$ cat src/rtl/keypad_pkg.sv
// Shared definitions for the keypad entry controller: key codes, FSM encoding
// and the millisecond-to-clock-tick conversion.
package keypad_pkg;

  localparam logic [3:0] KEY_0 = 4'h0;
  localparam logic [3:0] KEY_1 = 4'h1;
  localparam logic [3:0] KEY_2 = 4'h2;
  localparam logic [3:0] KEY_3 = 4'h3;
  localparam logic [3:0] KEY_4 = 4'h4;
  localparam logic [3:0] KEY_5 = 4'h5;
  localparam logic [3:0] KEY_6 = 4'h6;
  localparam logic [3:0] KEY_7 = 4'h7;
  localparam logic [3:0] KEY_8 = 4'h8;
  localparam logic [3:0] KEY_9 = 4'h9;
  localparam logic [3:0] KEY_A = 4'hA;
  localparam logic [3:0] KEY_B = 4'hB;
  localparam logic [3:0] KEY_C = 4'hC;
  localparam logic [3:0] KEY_D = 4'hD;
  localparam logic [3:0] KEY_E = 4'hE;  // enter / commit
  localparam logic [3:0] KEY_F = 4'hF;  // clear

  typedef enum logic [1:0] {
    ST_IDLE     = 2'd0,
    ST_DEBOUNCE = 2'd1,
    ST_HELD     = 2'd2
  } kp_state_e;

  function automatic int ms_to_ticks(input int clk_hz, input int ms);
    return (clk_hz / 1000) * ms;
  endfunction

endpackage

$ cat src/rtl/keypad_debounce.sv
// Release timer and press FSM: turns raw scanner samples into one registered
// key_event pulse per physical press, with the accepted code in key_code.
module keypad_debounce
  import keypad_pkg::*;
#(
  parameter int CLK_HZ      = 100_000_000,
  parameter int DEBOUNCE_MS = 20,
  parameter int RELEASE_MS  = 10
) (
  input  logic       clk,
  input  logic       rst_n,
  input  logic [3:0] kp_key,
  input  logic       kp_pressed,
  output logic       key_event,
  output logic [3:0] key_code
);

  localparam int DEB_T = ms_to_ticks(CLK_HZ, DEBOUNCE_MS);
  localparam int REL_T = ms_to_ticks(CLK_HZ, RELEASE_MS);
  localparam int DEB_W = $clog2(DEB_T + 1);
  localparam int REL_W = $clog2(REL_T + 1);
  // The event register is loaded on the edge where deb becomes DEB_T-1,
  // so the pulse is visible in the cycle deb reaches DEB_T-1.
  localparam logic [DEB_W-1:0] DEB_LAST = DEB_W'(DEB_T - 2);
  localparam logic [REL_W-1:0] REL_INIT = REL_W'(REL_T);

  kp_state_e        state_r;
  kp_state_e        state_nxt_s;
  logic [REL_W-1:0] rel_r;
  logic [DEB_W-1:0] deb_r;
  logic [3:0]       cand_r;
  logic             released_s;
  logic             event_s;
  logic             key_event_r;
  logic [3:0]       key_code_r;

  assign released_s = (rel_r == '0);

  // Release timer: reloads on every pressed sample, counts down otherwise.
  always_ff @(posedge clk or negedge rst_n) begin
    if (!rst_n) begin
      rel_r <= '0;
    end else if (kp_pressed) begin
      rel_r <= REL_INIT;
    end else if (!released_s) begin
      rel_r <= rel_r - REL_W'(1);
    end else begin
      rel_r <= rel_r;
    end
  end

  // FSM state register.
  always_ff @(posedge clk or negedge rst_n) begin
    if (!rst_n) begin
      state_r <= ST_IDLE;
    end else begin
      state_r <= state_nxt_s;
    end
  end

  // FSM next-state logic.
  always_comb begin
    state_nxt_s = state_r;
    case (state_r)
      ST_IDLE: begin
        if (kp_pressed) state_nxt_s = ST_DEBOUNCE;
        else            state_nxt_s = ST_IDLE;
      end
      ST_DEBOUNCE: begin
        if (released_s)   state_nxt_s = ST_IDLE;
        else if (event_s) state_nxt_s = ST_HELD;
        else              state_nxt_s = ST_DEBOUNCE;
      end
      ST_HELD: begin
        if (released_s) state_nxt_s = ST_IDLE;
        else            state_nxt_s = ST_HELD;
      end
      default: state_nxt_s = ST_IDLE;
    endcase
  end

  // FSM output decode: the candidate has been stable for the full debounce time.
  always_comb begin
    event_s = 1'b0;
    if ((state_r == ST_DEBOUNCE) && !released_s && kp_pressed &&
        (kp_key == cand_r) && (deb_r == DEB_LAST)) begin
      event_s = 1'b1;
    end else begin
      event_s = 1'b0;
    end
  end

  // Candidate code and debounce counter; the counter only advances on matching
  // pressed samples, so a press shorter than the debounce time never fires.
  always_ff @(posedge clk or negedge rst_n) begin
    if (!rst_n) begin
      cand_r <= 4'h0;
      deb_r  <= '0;
    end else begin
      case (state_r)
        ST_IDLE: begin
          if (kp_pressed) begin
            cand_r <= kp_key;
            deb_r  <= '0;
          end
        end
        ST_DEBOUNCE: begin
          if (!released_s && kp_pressed) begin
            if (kp_key != cand_r) begin
              cand_r <= kp_key;
              deb_r  <= '0;
            end else begin
              deb_r <= deb_r + DEB_W'(1);
            end
          end
        end
        default: begin
          cand_r <= cand_r;
          deb_r  <= deb_r;
        end
      endcase
    end
  end

  // Registered event pulse and last accepted code.
  always_ff @(posedge clk or negedge rst_n) begin
    if (!rst_n) begin
      key_event_r <= 1'b0;
      key_code_r  <= 4'h0;
    end else begin
      key_event_r <= event_s;
      if (event_s) key_code_r <= cand_r;
    end
  end

  assign key_event = key_event_r;
  assign key_code  = key_code_r;

endmodule

$ cat src/rtl/keypad_entry_ctrl.sv
// Keypad entry controller: debounced key events feed a BCD entry buffer whose
// committed contents are handed downstream over a valid/ready handshake.
module keypad_entry_ctrl
  import keypad_pkg::*;
#(
  parameter int CLK_HZ      = 100_000_000,
  parameter int DEBOUNCE_MS = 20,
  parameter int RELEASE_MS  = 10,
  parameter int DIGITS      = 4
) (
  input  logic                  clk,
  input  logic                  rst_n,
  input  logic [3:0]            kp_key,
  input  logic                  kp_pressed,
  output logic                  key_event,
  output logic [3:0]            key_code,
  output logic [4*DIGITS-1:0]   disp_value,
  output logic [2:0]            disp_count,
  output logic                  entry_valid,
  output logic [4*DIGITS-1:0]   entry_value,
  output logic [2:0]            entry_count,
  input  logic                  entry_ready
);

  logic                ev_s;
  logic [3:0]          code_s;
  logic                commit_s;
  logic [4*DIGITS-1:0] disp_value_r;
  logic [2:0]          disp_count_r;
  logic                entry_valid_r;
  logic [4*DIGITS-1:0] entry_value_r;
  logic [2:0]          entry_count_r;

  keypad_debounce #(
    .CLK_HZ      (CLK_HZ),
    .DEBOUNCE_MS (DEBOUNCE_MS),
    .RELEASE_MS  (RELEASE_MS)
  ) u_debounce (
    .clk        (clk),
    .rst_n      (rst_n),
    .kp_key     (kp_key),
    .kp_pressed (kp_pressed),
    .key_event  (ev_s),
    .key_code   (code_s)
  );

  // Commit uses the registered valid, so a handshake in the same cycle still blocks it.
  always_comb begin
    commit_s = 1'b0;
    if (ev_s && (code_s == KEY_E) && (disp_count_r != 3'd0) && !entry_valid_r) begin
      commit_s = 1'b1;
    end else begin
      commit_s = 1'b0;
    end
  end

  // Live entry buffer: append digits, clear on F or on a successful commit.
  always_ff @(posedge clk or negedge rst_n) begin
    if (!rst_n) begin
      disp_value_r <= '0;
      disp_count_r <= 3'd0;
    end else if (ev_s) begin
      if (code_s <= KEY_9) begin
        if (disp_count_r < 3'(DIGITS)) begin
          disp_value_r <= {disp_value_r[4*DIGITS-5:0], code_s};
          disp_count_r <= disp_count_r + 3'd1;
        end
      end else if ((code_s == KEY_F) || commit_s) begin
        disp_value_r <= '0;
        disp_count_r <= 3'd0;
      end
    end
  end

  // Committed entry and its handshake; data holds until valid && ready.
  always_ff @(posedge clk or negedge rst_n) begin
    if (!rst_n) begin
      entry_valid_r <= 1'b0;
      entry_value_r <= '0;
      entry_count_r <= 3'd0;
    end else if (commit_s) begin
      entry_valid_r <= 1'b1;
      entry_value_r <= disp_value_r;
      entry_count_r <= disp_count_r;
    end else if (entry_valid_r && entry_ready) begin
      entry_valid_r <= 1'b0;
    end
  end

  assign key_event   = ev_s;
  assign key_code    = code_s;
  assign disp_value  = disp_value_r;
  assign disp_count  = disp_count_r;
  assign entry_valid = entry_valid_r;
  assign entry_value = entry_value_r;
  assign entry_count = entry_count_r;

endmodule

$ cat config.mk
export PLATFORM = sky130hd
export DESIGN_NAME = keypad_entry_ctrl
export DESIGN_NICKNAME = d
export VERILOG_FILES = /design/src/rtl/keypad_pkg.sv /design/src/rtl/keypad_debounce.sv /design/src/rtl/keypad_entry_ctrl.sv
export SDC_FILE = /design/constraint.sdc
export NUM_CORES = 1
export LEC_CHECK = 0
export CELL_PAD_IN_SITES_DETAIL_PLACEMENT = 1
export CELL_PAD_IN_SITES_GLOBAL_PLACEMENT = 1
export CORE_MARGIN = 3
export CORE_UTILIZATION = 48
export DETAILED_ROUTE_END_ITERATION = 10
export MAX_ROUTING_LAYER = met4
export PLACE_DENSITY = 0.92
export SLEW_MARGIN = 25
export SYNTH_ARGS = -nofsm -noshare
export SYNTH_HDL_FRONTEND = slang
export SYNTH_SLANG_ARGS = --single-unit
$ cat constraint.sdc
create_clock -name clk -period 3.5 [get_ports clk]
set_input_delay 0.525 -clock clk [delete_from_list [all_inputs] [get_ports clk]]
set_output_delay 0.525 -clock clk [all_outputs]
set_load 0.01 [all_outputs]
==> results summary, run 1 <==
The setup path with the least slack is of type reg2reg. The cell area power density is 382 nW/um^2. For this run, design rule violations remaining after detail routing come to 0. The number of buffers added for setup after CTS is 0. The largest net degree at the start of global routing is 61.

The shortest clock period the worst path allows after layout is 2.79 ns. STA classifies the critical path startpoint as a flop. The via count normalized by instance count came out at 6.06. The max-slew headroom at the worst pin came out at 43.3%. The post-placement worst setup slack is 0.720 ns. The clock net in this run drives a total of 91 sinks. The number of clock buffers added by TritonCTS is 9. The critical path goes through nor4_1 > and4b_1 > buf_4 > a21o_1 > xor2_1 > nor2_1. The proportion of synthesized chip area in sequential cells is 50.9%. The final hold violation count came out at 0. The largest individual stage delay along the critical path comes from the cell sky130_fd_sc_hd__and4b_1. After synthesis, the largest family of logic cells by area is simple AND/OR/NAND/NOR gates.

The total power is 2.03 mW. The xor/xnor cell area share of the yosys netlist is 5.67%. Summing the areas of all fa, ha and maj instances in the mapped netlist gives 1.40% of the synthesized area. The clock tree from TritonCTS is done. The count of flip-flops with a built-in enable after synthesis is 0. For this block, the via count after detailed routing is 3,522. Setup violations remaining at the end of the flow were counted as 0. After detailed routing, the average wire length per cell comes to 19.5 microns. The post-synthesis register bit count came out at 91. Once detail routing completed, the nets flagged for antenna violations numbered 0. In the synthesized netlist the dominant register cell turns out to be sky130_fd_sc_hd__dfrtp_1. Global routing used 23.9% of the available tracks. In this run the deepest clock path goes through 2 buffers. The H-tree level count is 3. CTS placed an instance of sky130_fd_sc_hd__clkbuf_8 at the clock tree root. The die outline area came out at 10,500 sq um. Row generation in the floorplan step produced 34 rows. In this run the vertical extent of the chip is 103 microns. At the end of the flow, the number of nets in the layout was 481. The net count after synthesis came out at 429. The cell leakage power came out at 2.34 nW. The least setup slack across all paths after layout is 0.712 ns.

Along the worst path, the maximum fanout reaches 16. For the worst-skew pair, the clock arrives at the later sink with an insertion delay of 0.36 ns. The multiplexer area fraction after synthesis came out at 7.94%. The number of detailed-routing iterations run before antenna repair is 4. The worst path buffer plus inverter count is 1. The kind of cell with the highest combined delay along the critical path is simple AND/OR/NAND/NOR gates. During synthesis, Yosys emitted a total of 0 warnings. The clock-pin slew on the worst setup and hold paths is 0.09 ns.

The flow ran to the end, and the final reports show no timing, DRC or antenna violations. The number of diodes added for antenna fixing came out at 0. The simple-gate share of the synthesized area is 18.6%. In this design, the stage delay of the slowest critical-path cell is 0.73 ns. The via count of the first global-routing pass is 3,824. The first global-routing pass estimated 19,000 microns of wire. The half-perimeter wire length of the detailed placement result is 8050 microns. Setup repair after global routing left no endpoint under its margin.

For this configuration, the core starts out at a cell density of 50.4%. In the synthesized netlist the async set-or-reset flop fraction comes to 100%. The netlist area before placement is 4480 sq um. The number of cells upsized or downsized after cts is 0. The fraction of final layout cells with drive strength greater than 1 is 14.8%. The instance area at placement is 5110 sq um.

The path class of the tightest hold or removal check is in2async. At the end of routability-driven placement, the weighted congestion stood at 0.911. The most critical setup path has its startpoint at u_debounce.rel_r[12]. The number of max-capacitance violations reported came out at 0.

The final period utilization came out at 79.7%. Data on the critical path arrives at its endpoint at 3.04 ns. At the worst endpoint, the required time is 3.75 ns. In the layout the commonest cells are sky130_fd_sc_hd__dfrtp_1 (91), sky130_fd_sc_hd__clkdlybuf4s50_1 (50), sky130_fd_sc_hd__nor2_1 (30). The worst clock skew on the final layout is 0.00814 ns. The count of buffers from port buffering is 51. In this run, the number of DRC markers left after iteration 0 of detailed routing was 99. The number of distinct library cells after synthesis came out at 56. The overflow left after global routing is 0. For this design the top-level I/O count stands at 52. The post-route standard cell area excluding fillers is 5310 sq um.

The number of antenna violations at the first check in global routing is 0. The library cell used most frequently in the layout, excluding fill and tap cells, is sky130_fd_sc_hd__dfrtp_1. The maximum achievable frequency came out at 359 MHz.

The die width came out at 103 microns. The final total negative setup slack came out at 0 ns. The number of pins exceeding their max-slew limit in the final report came out at 0. The total detailed-routing wirelength is 11,400 microns. The fraction of the mapped netlist area in compound gates came out at 12.5%. The worst register-to-register path begins at u_debounce.rel_r[12]. The kind of end point of the critical path is a flop. The area added between synthesis and finish came out at 18.6%. The slew at the pin closest to its max-slew limit is 0.839 ns. The quantity of hold-fixing buffers added after cts came out at 0. The placeable core region is 8890 sq um.

Across the VDD grid, the largest voltage drop is 0.217 mV. After technology mapping, the gate count stands at 416. The mean cell area of the mapped netlist came out at 10.8 sq um.
logic make-up after synthesis:
| group | after synthesis |
|---|---|
| flops | 91 |
| xor+xnor | 29 |
| compound gates | 81 |
| mux | 30 |
| simple gates | 149 |
| fa+ha+maj | 5 |
| buf+inv | 31 |
report_power, final:
part	internal [mW]	total, mW	leakage, nW	switching (mW)
logic	0.0710	0.174	1.02	0.103
clock network	0.354	0.732	0.104	0.378
registers	1.08	1.12	1.22	0.0427
total	1.50	2.03	2.34	0.524
synth_stat cells (11+ instances only):
library cell / n / share of area, %
sky130_fd_sc_hd__nor2_1: 30 / 2.5
sky130_fd_sc_hd__nand3_1: 12 / 1.3
sky130_fd_sc_hd__mux2_2: 23 / 5.8
sky130_fd_sc_hd__and3_1: 15 / 2.1
sky130_fd_sc_hd__a21oi_1: 21 / 2.3
sky130_fd_sc_hd__clkbuf_1: 12 / 1.0
sky130_fd_sc_hd__inv_1: 11 / 0.92
sky130_fd_sc_hd__a21o_1: 13 / 2.2
sky130_fd_sc_hd__xnor2_1: 24 / 4.7
sky130_fd_sc_hd__nand2_1: 26 / 2.2
sky130_fd_sc_hd__nand4_1: 11 / 1.5
sky130_fd_sc_hd__dfrtp_1: 91 / 51
path summary, 6_finish.rpt:
| check | endpoint | slack [ns] | depth (start not counted) |
|---|---|---|---|
| setup / recovery | u_debounce.deb_r[3] | 0.71 | 6 |
| hold / removal | entry_value[0] | 0.21 | 1 |
| setup reg to reg | u_debounce.deb_r[3] | 0.71 | 6 |
| hold reg to reg | entry_value[13] | 0.51 | 1 |
| max in group asynchronous | disp_count[0] | 2.54 | 2 |
| min in group clk | entry_value[13] | 0.51 | 1 |
final cells by class:
class / count / area [sq um]
Clock buffer: 11 / 141
Clock inverter: 5 / 61.3
Fill cell: 957 / 3580
Inverter: 11 / 41.3
Multi-Input combinational cell: 294 / 2070
Sequential cell: 91 / 2280
Tap cell: 108 / 135
Timing Repair Buffer: 61 / 583
registers in the layout, summed over array words and instances, names as in the netlist:
signal                count
u_debounce.rel_r         20
entry_count               3
u_debounce.deb_r         21
u_debounce.key_event      1
entry_valid               1
entry_value              16
u_debounce.key_code       4
u_debounce.cand_r         4
disp_value               16
disp_count                3
u_debounce.state_r        2
routing by layer:
layer	vias up	track usage [%]	share of wire (%)
li1	1620	-	-
met1	1786	28.3	44
met2	88	39.7	50
met3	28	3.45	3.1
met4	0	12.2	2.8
met5	-	-	0
stage by stage:
step | utilization [%] | hold WS [ns] | instances
final | 59.8 | 0.215 | 581
after global routing | 59.8 | 0.263 | 581
after CTS | 59.7 | 0.242 | 581
after detailed placement | 57.4 | 0.499 | 565
after global placement | 57.4 | 0.491 | 565
after floorplan | - | 0.229 | 416
Power figures use the tool's default switching activity.
==> inputs of run 2 (changes only) <==
--- a/config.mk
+++ b/config.mk
@@ -8,10 +8,10 @@
 export CELL_PAD_IN_SITES_DETAIL_PLACEMENT = 1
 export CELL_PAD_IN_SITES_GLOBAL_PLACEMENT = 1
 export CORE_MARGIN = 3
-export CORE_UTILIZATION = 48
+export CORE_UTILIZATION = 44
 export DETAILED_ROUTE_END_ITERATION = 10
 export MAX_ROUTING_LAYER = met4
-export PLACE_DENSITY = 0.92
+export PLACE_DENSITY = 0.86
 export SLEW_MARGIN = 25
 export SYNTH_ARGS = -nofsm -noshare
 export SYNTH_HDL_FRONTEND = slang
==> constraint.sdc (replaced) <==
create_clock -name clk -period 2.71 [get_ports clk]
set_input_delay 0.4065 -clock clk [delete_from_list [all_inputs] [get_ports clk]]
set_output_delay 0.4065 -clock clk [all_outputs]
set_load 0.01 [all_outputs]
==> run 2 against run 1 <==
Against the previous run: hold slack improved by 0.28 ns; sequential power increased by 29%; combinational power increased by 38%; global-route usage decreased by 0.36 points; count of clock-buffer cells in the layout increased by 1; wire length increased by 10%; total power increased by 38%; register-to-register slack got worse by 0.50 ns; utilization decreased by 4.3 points; clock power increased by 52%; die area increased by 8.5%; critical endpoint is now u_debounce.rel_r[13]; largest power group unchanged.
==> results summary, run 2 (synthesis results as in run 1) <==
The run finished with clean final reports. The part of the power in combinational logic came out at 8.6% (about the same). The cell leakage power is 2.39 nW (+2.3%). u_debounce.deb_r holds more flip-flops than any other register. The number of buffers inserted during clock tree synthesis was 9 (unchanged). The cell area power density came out at 513 nW/um^2 (+35%). The worst setup path is launched from a flop. The share of total power in the clock network was 39.6% (+3.5 points). The count of buffers from port buffering came out at 51 (unchanged).

The number of max-capacitance violations reported came out at 0 (unchanged). The critical path goes through inv_1 > ha_1 > or3b_1 > nor3_1 > buf_4 > a21oi_1 > and3b_1 > mux2_1. The count of standard-cell rows is 36 (+5.9%).

The DRC violation count after routing came to 0 (unchanged). The number of sinks driven by the clock tree was 91 (unchanged). The number of instances in the placed design came out at 597 (+5.7%). Among all stages on the critical path, the largest delay is contributed by sky130_fd_sc_hd__or3b_1. The worst hold path class is in2async. The violation count after the first detailed-route iteration came to 219 (+120%). The least setup slack across all paths after layout came out at 0.212 ns (-0.500 ns). The shortest clock period the worst path allows after layout came out at 2.50 ns (-0.290 ns). The number of endpoints failing setup at the final stage is 0 (unchanged).

The first-pass GRT wire length came out at 20,400 microns (+7.8%). The clock-pin slew on the worst setup and hold paths came out at 0.09 ns (about the same). The number of pins exceeding their max-slew limit in the final report is 0 (unchanged). The routing usage on met1 is 27.4% (-0.88 points). The flip-flop count of the largest register after layout was 21 (unchanged). The deepest clock path buffer count is 2 (unchanged). The clock tree from TritonCTS is done.

The height of the die came out at 107 microns (+4.2%). The number of top-level design ports was 52 (unchanged). The number of cell instances on the worst register-to-register path is 8 (+2). The final total negative setup slack is 0 ns (unchanged).

The placer congestion estimate is 0.893 (-2.0%). The total detailed-routing wirelength is 12,500 microns (+10%). The final-stage net count came out at 489 (+1.7%). The filler-free cell count of the finished design is 614 (+5.7%). The H-tree level count is 3 (unchanged). The largest net degree at the start of global routing is 65 (+6.6%). Setup repair after global routing left no endpoint under its margin. The worst setup path is captured at a flop. The worst clock skew on the final layout is 0.0155 ns (+0.00735 ns). The critical path in this run is classified as reg2reg. The internal power came out at 2.11 mW (+40%). The routed length per placed instance is 20.4 microns (+4.4%). The via count normalized by instance count came to 5.85 (-3.5%). The net switching power is 684 uW (+31%). The clock tree root driver cell is sky130_fd_sc_hd__clkbuf_8. The final hold violation count is 0 (unchanged). The final period utilization came out at 92.2% (+13 points). The slew at the pin closest to its max-slew limit is 0.716 ns (-0.123 ns). The largest registers in the layout are u_debounce.deb_r (21), u_debounce.rel_r (20). The maximum vdd ir drop is 0.275 mV (+27%). The via count of the first global-routing pass came out at 3,851 (+0.71%). The data required time at the worst endpoint came out at 2.96 ns (-0.79 ns). The largest driver fanout on the critical path is 10 (-6). The arrival time of the worst setup path came out at 2.75 ns (-0.29 ns). The placeable core region is 9820 sq um (+10%). The multi-input combinational cell area is 2070 sq um (-0.18%). The number of antenna violations at the first check in global routing is 0 (unchanged). The number of nets with antenna violations after routing is 0 (unchanged).

The number of diodes added for antenna fixing is 0 (unchanged). The clock network latency to the later pin of the worst-skew pair came to 0.37 ns (about the same). The half-perimeter wire length of the detailed placement result is 8960 microns (+11%). The met2 global-route usage is 41.3% (+1.6 points).

The overflow left after global routing came out at 0 (unchanged). The overall via count from detail_route was 3,591 (+2.0%). The sequential cell area was 2280 sq um (unchanged).

The max-slew headroom at the worst pin was 51.9% (+8.6 points). The total power came to 2.80 mW (+38%). The maximum achievable frequency is 400 MHz (+12%). The total routing usage reported by global routing is 23.6% (-0.36 points). The setup slack on the worst flop-to-flop path was 0.21 ns (-0.50 ns). Leaving out fill and tap cells, the most frequent cell in the layout is sky130_fd_sc_hd__dfrtp_1. The busiest metal layer after global routing is met2. The switching share of power is 24.5% (-1.4 points). The capturing point of the worst reg2reg path is u_debounce.rel_r[13]. The post-placement worst setup slack came to 0.167 ns (-0.553 ns). The fraction of final layout cells with drive strength greater than 1 came out at 15.4% (+0.59 points). The die outline area is 11,400 sq um (+8.5%). The part of the total power dissipated in sequential elements is 51.9% (-3.4 points). The top cell types in the final layout, fill and taps aside, are sky130_fd_sc_hd__dfrtp_1 (91), sky130_fd_sc_hd__clkdlybuf4s50_1 (50), sky130_fd_sc_hd__nor2_1 (30). The area added between synthesis and finish came out at 21.6%. The number of detailed-routing iterations run before antenna repair came to 4 (unchanged). The die width is 107 microns (+4.2%). The global-route track usage on met3 is 4.03% (+0.58 points). The final-layout fill cell count is 1,084 (+13%). The largest incremental delay on the critical path came to 0.48 ns (-0.25 ns). The initial standard-cell utilization of the core is 45.6% (-4.8 points). The worst register-to-register path begins at u_debounce.rel_r[0].
-- run 2: worst max-delay path: cells and delay by family, from the launching register on --
kind | cells | cell delay [ns]
simple gates | 3 | 1.01
flops | 1 | 0.40
buf+inv | 2 | 0.34
mux | 1 | 0.30
fa+ha+maj | 1 | 0.20
compound gates | 1 | 0.13
-- run 2: area by class of cell --
type / instances / share of cell area [%]
clock buffers: 12 / 2.48
clock inverters: 4 / 1.81
inverters: 11 / 0.758
multi-input cells: 294 / 38.0
flip-flops and latches: 91 / 41.8
well taps: 133 / 3.06
repair buffers: 69 / 12.1
-- run 2: what timing repair did --
item,CTS,global route
hold endpoints to repair,27,0
resized for setup,0,0
endpoints found under the setup margin,0,0
buffers inserted,0,0
hold buffers,1,0
-- run 2: power by group through the flow --
stage          Combinational [mW]  Clock, mW  Sequential (mW)
4_1_cts                     0.241       1.12             1.45
3_5_place_dp                0.237          0             1.48
2_1_floorplan               0.161          0             1.45
3_3_place_gp                0.222          0             1.47
5_1_grt                     0.266       1.19             1.46
6_report                    0.240       1.11             1.45
-- run 2: worst max-delay path by stage --
stage | start | end | slack (ns) | cells past startpoint
6_report | u_debounce.rel_r[0] | u_debounce.rel_r[13] | 0.21 | 8
5_1_grt | u_debounce.rel_r[0] | u_debounce.state_r[0] | 0.07 | 7
4_1_cts | u_debounce.rel_r[0] | u_debounce.rel_r[13] | 0.24 | 8
3_5_place_dp | kp_key[3] | u_debounce.state_r[0] | 0.17 | 6
3_3_place_gp | kp_key[0] | u_debounce.key_code[0] | 0.32 | 6
2_1_floorplan | u_debounce.deb_r[9] | u_debounce.key_code[0] | 0.49 | 4
-- run 2: through the flow --
| stage | area (sq um) | hold slack [ns] | utilization [%] |
|---|---|---|---|
| final | 5450 | 0.496 | 55.5 |
| after global placement | 5200 | 0.344 | 53.0 |
| after CTS | 5450 | 0.499 | 55.5 |
| after floorplan | 4480 | 0.111 | - |
| after global routing | 5450 | 0.524 | 55.5 |
| after detailed placement | 5200 | 0.348 | 53.0 |
-- run 2: metal layers --
layer,vias to the layer above,share of wire (%)
li1,1639,-
met1,1848,42
met2,83,53
met3,21,3.1
met4,0,2.1
met5,-,0
==> inputs of run 3 (changes only) <==
--- a/config.mk
+++ b/config.mk
@@ -10,9 +10,10 @@
 export CORE_MARGIN = 3
 export CORE_UTILIZATION = 44
 export DETAILED_ROUTE_END_ITERATION = 10
+export HOLD_SLACK_MARGIN = 0.05
 export MAX_ROUTING_LAYER = met4
 export PLACE_DENSITY = 0.86
-export SLEW_MARGIN = 25
+export SLEW_MARGIN = 10
 export SYNTH_ARGS = -nofsm -noshare
 export SYNTH_HDL_FRONTEND = slang
 export SYNTH_SLANG_ARGS = --single-unit
==> results of run 3 <==
Final layout, timing and power as in run 2 (identical DEF).
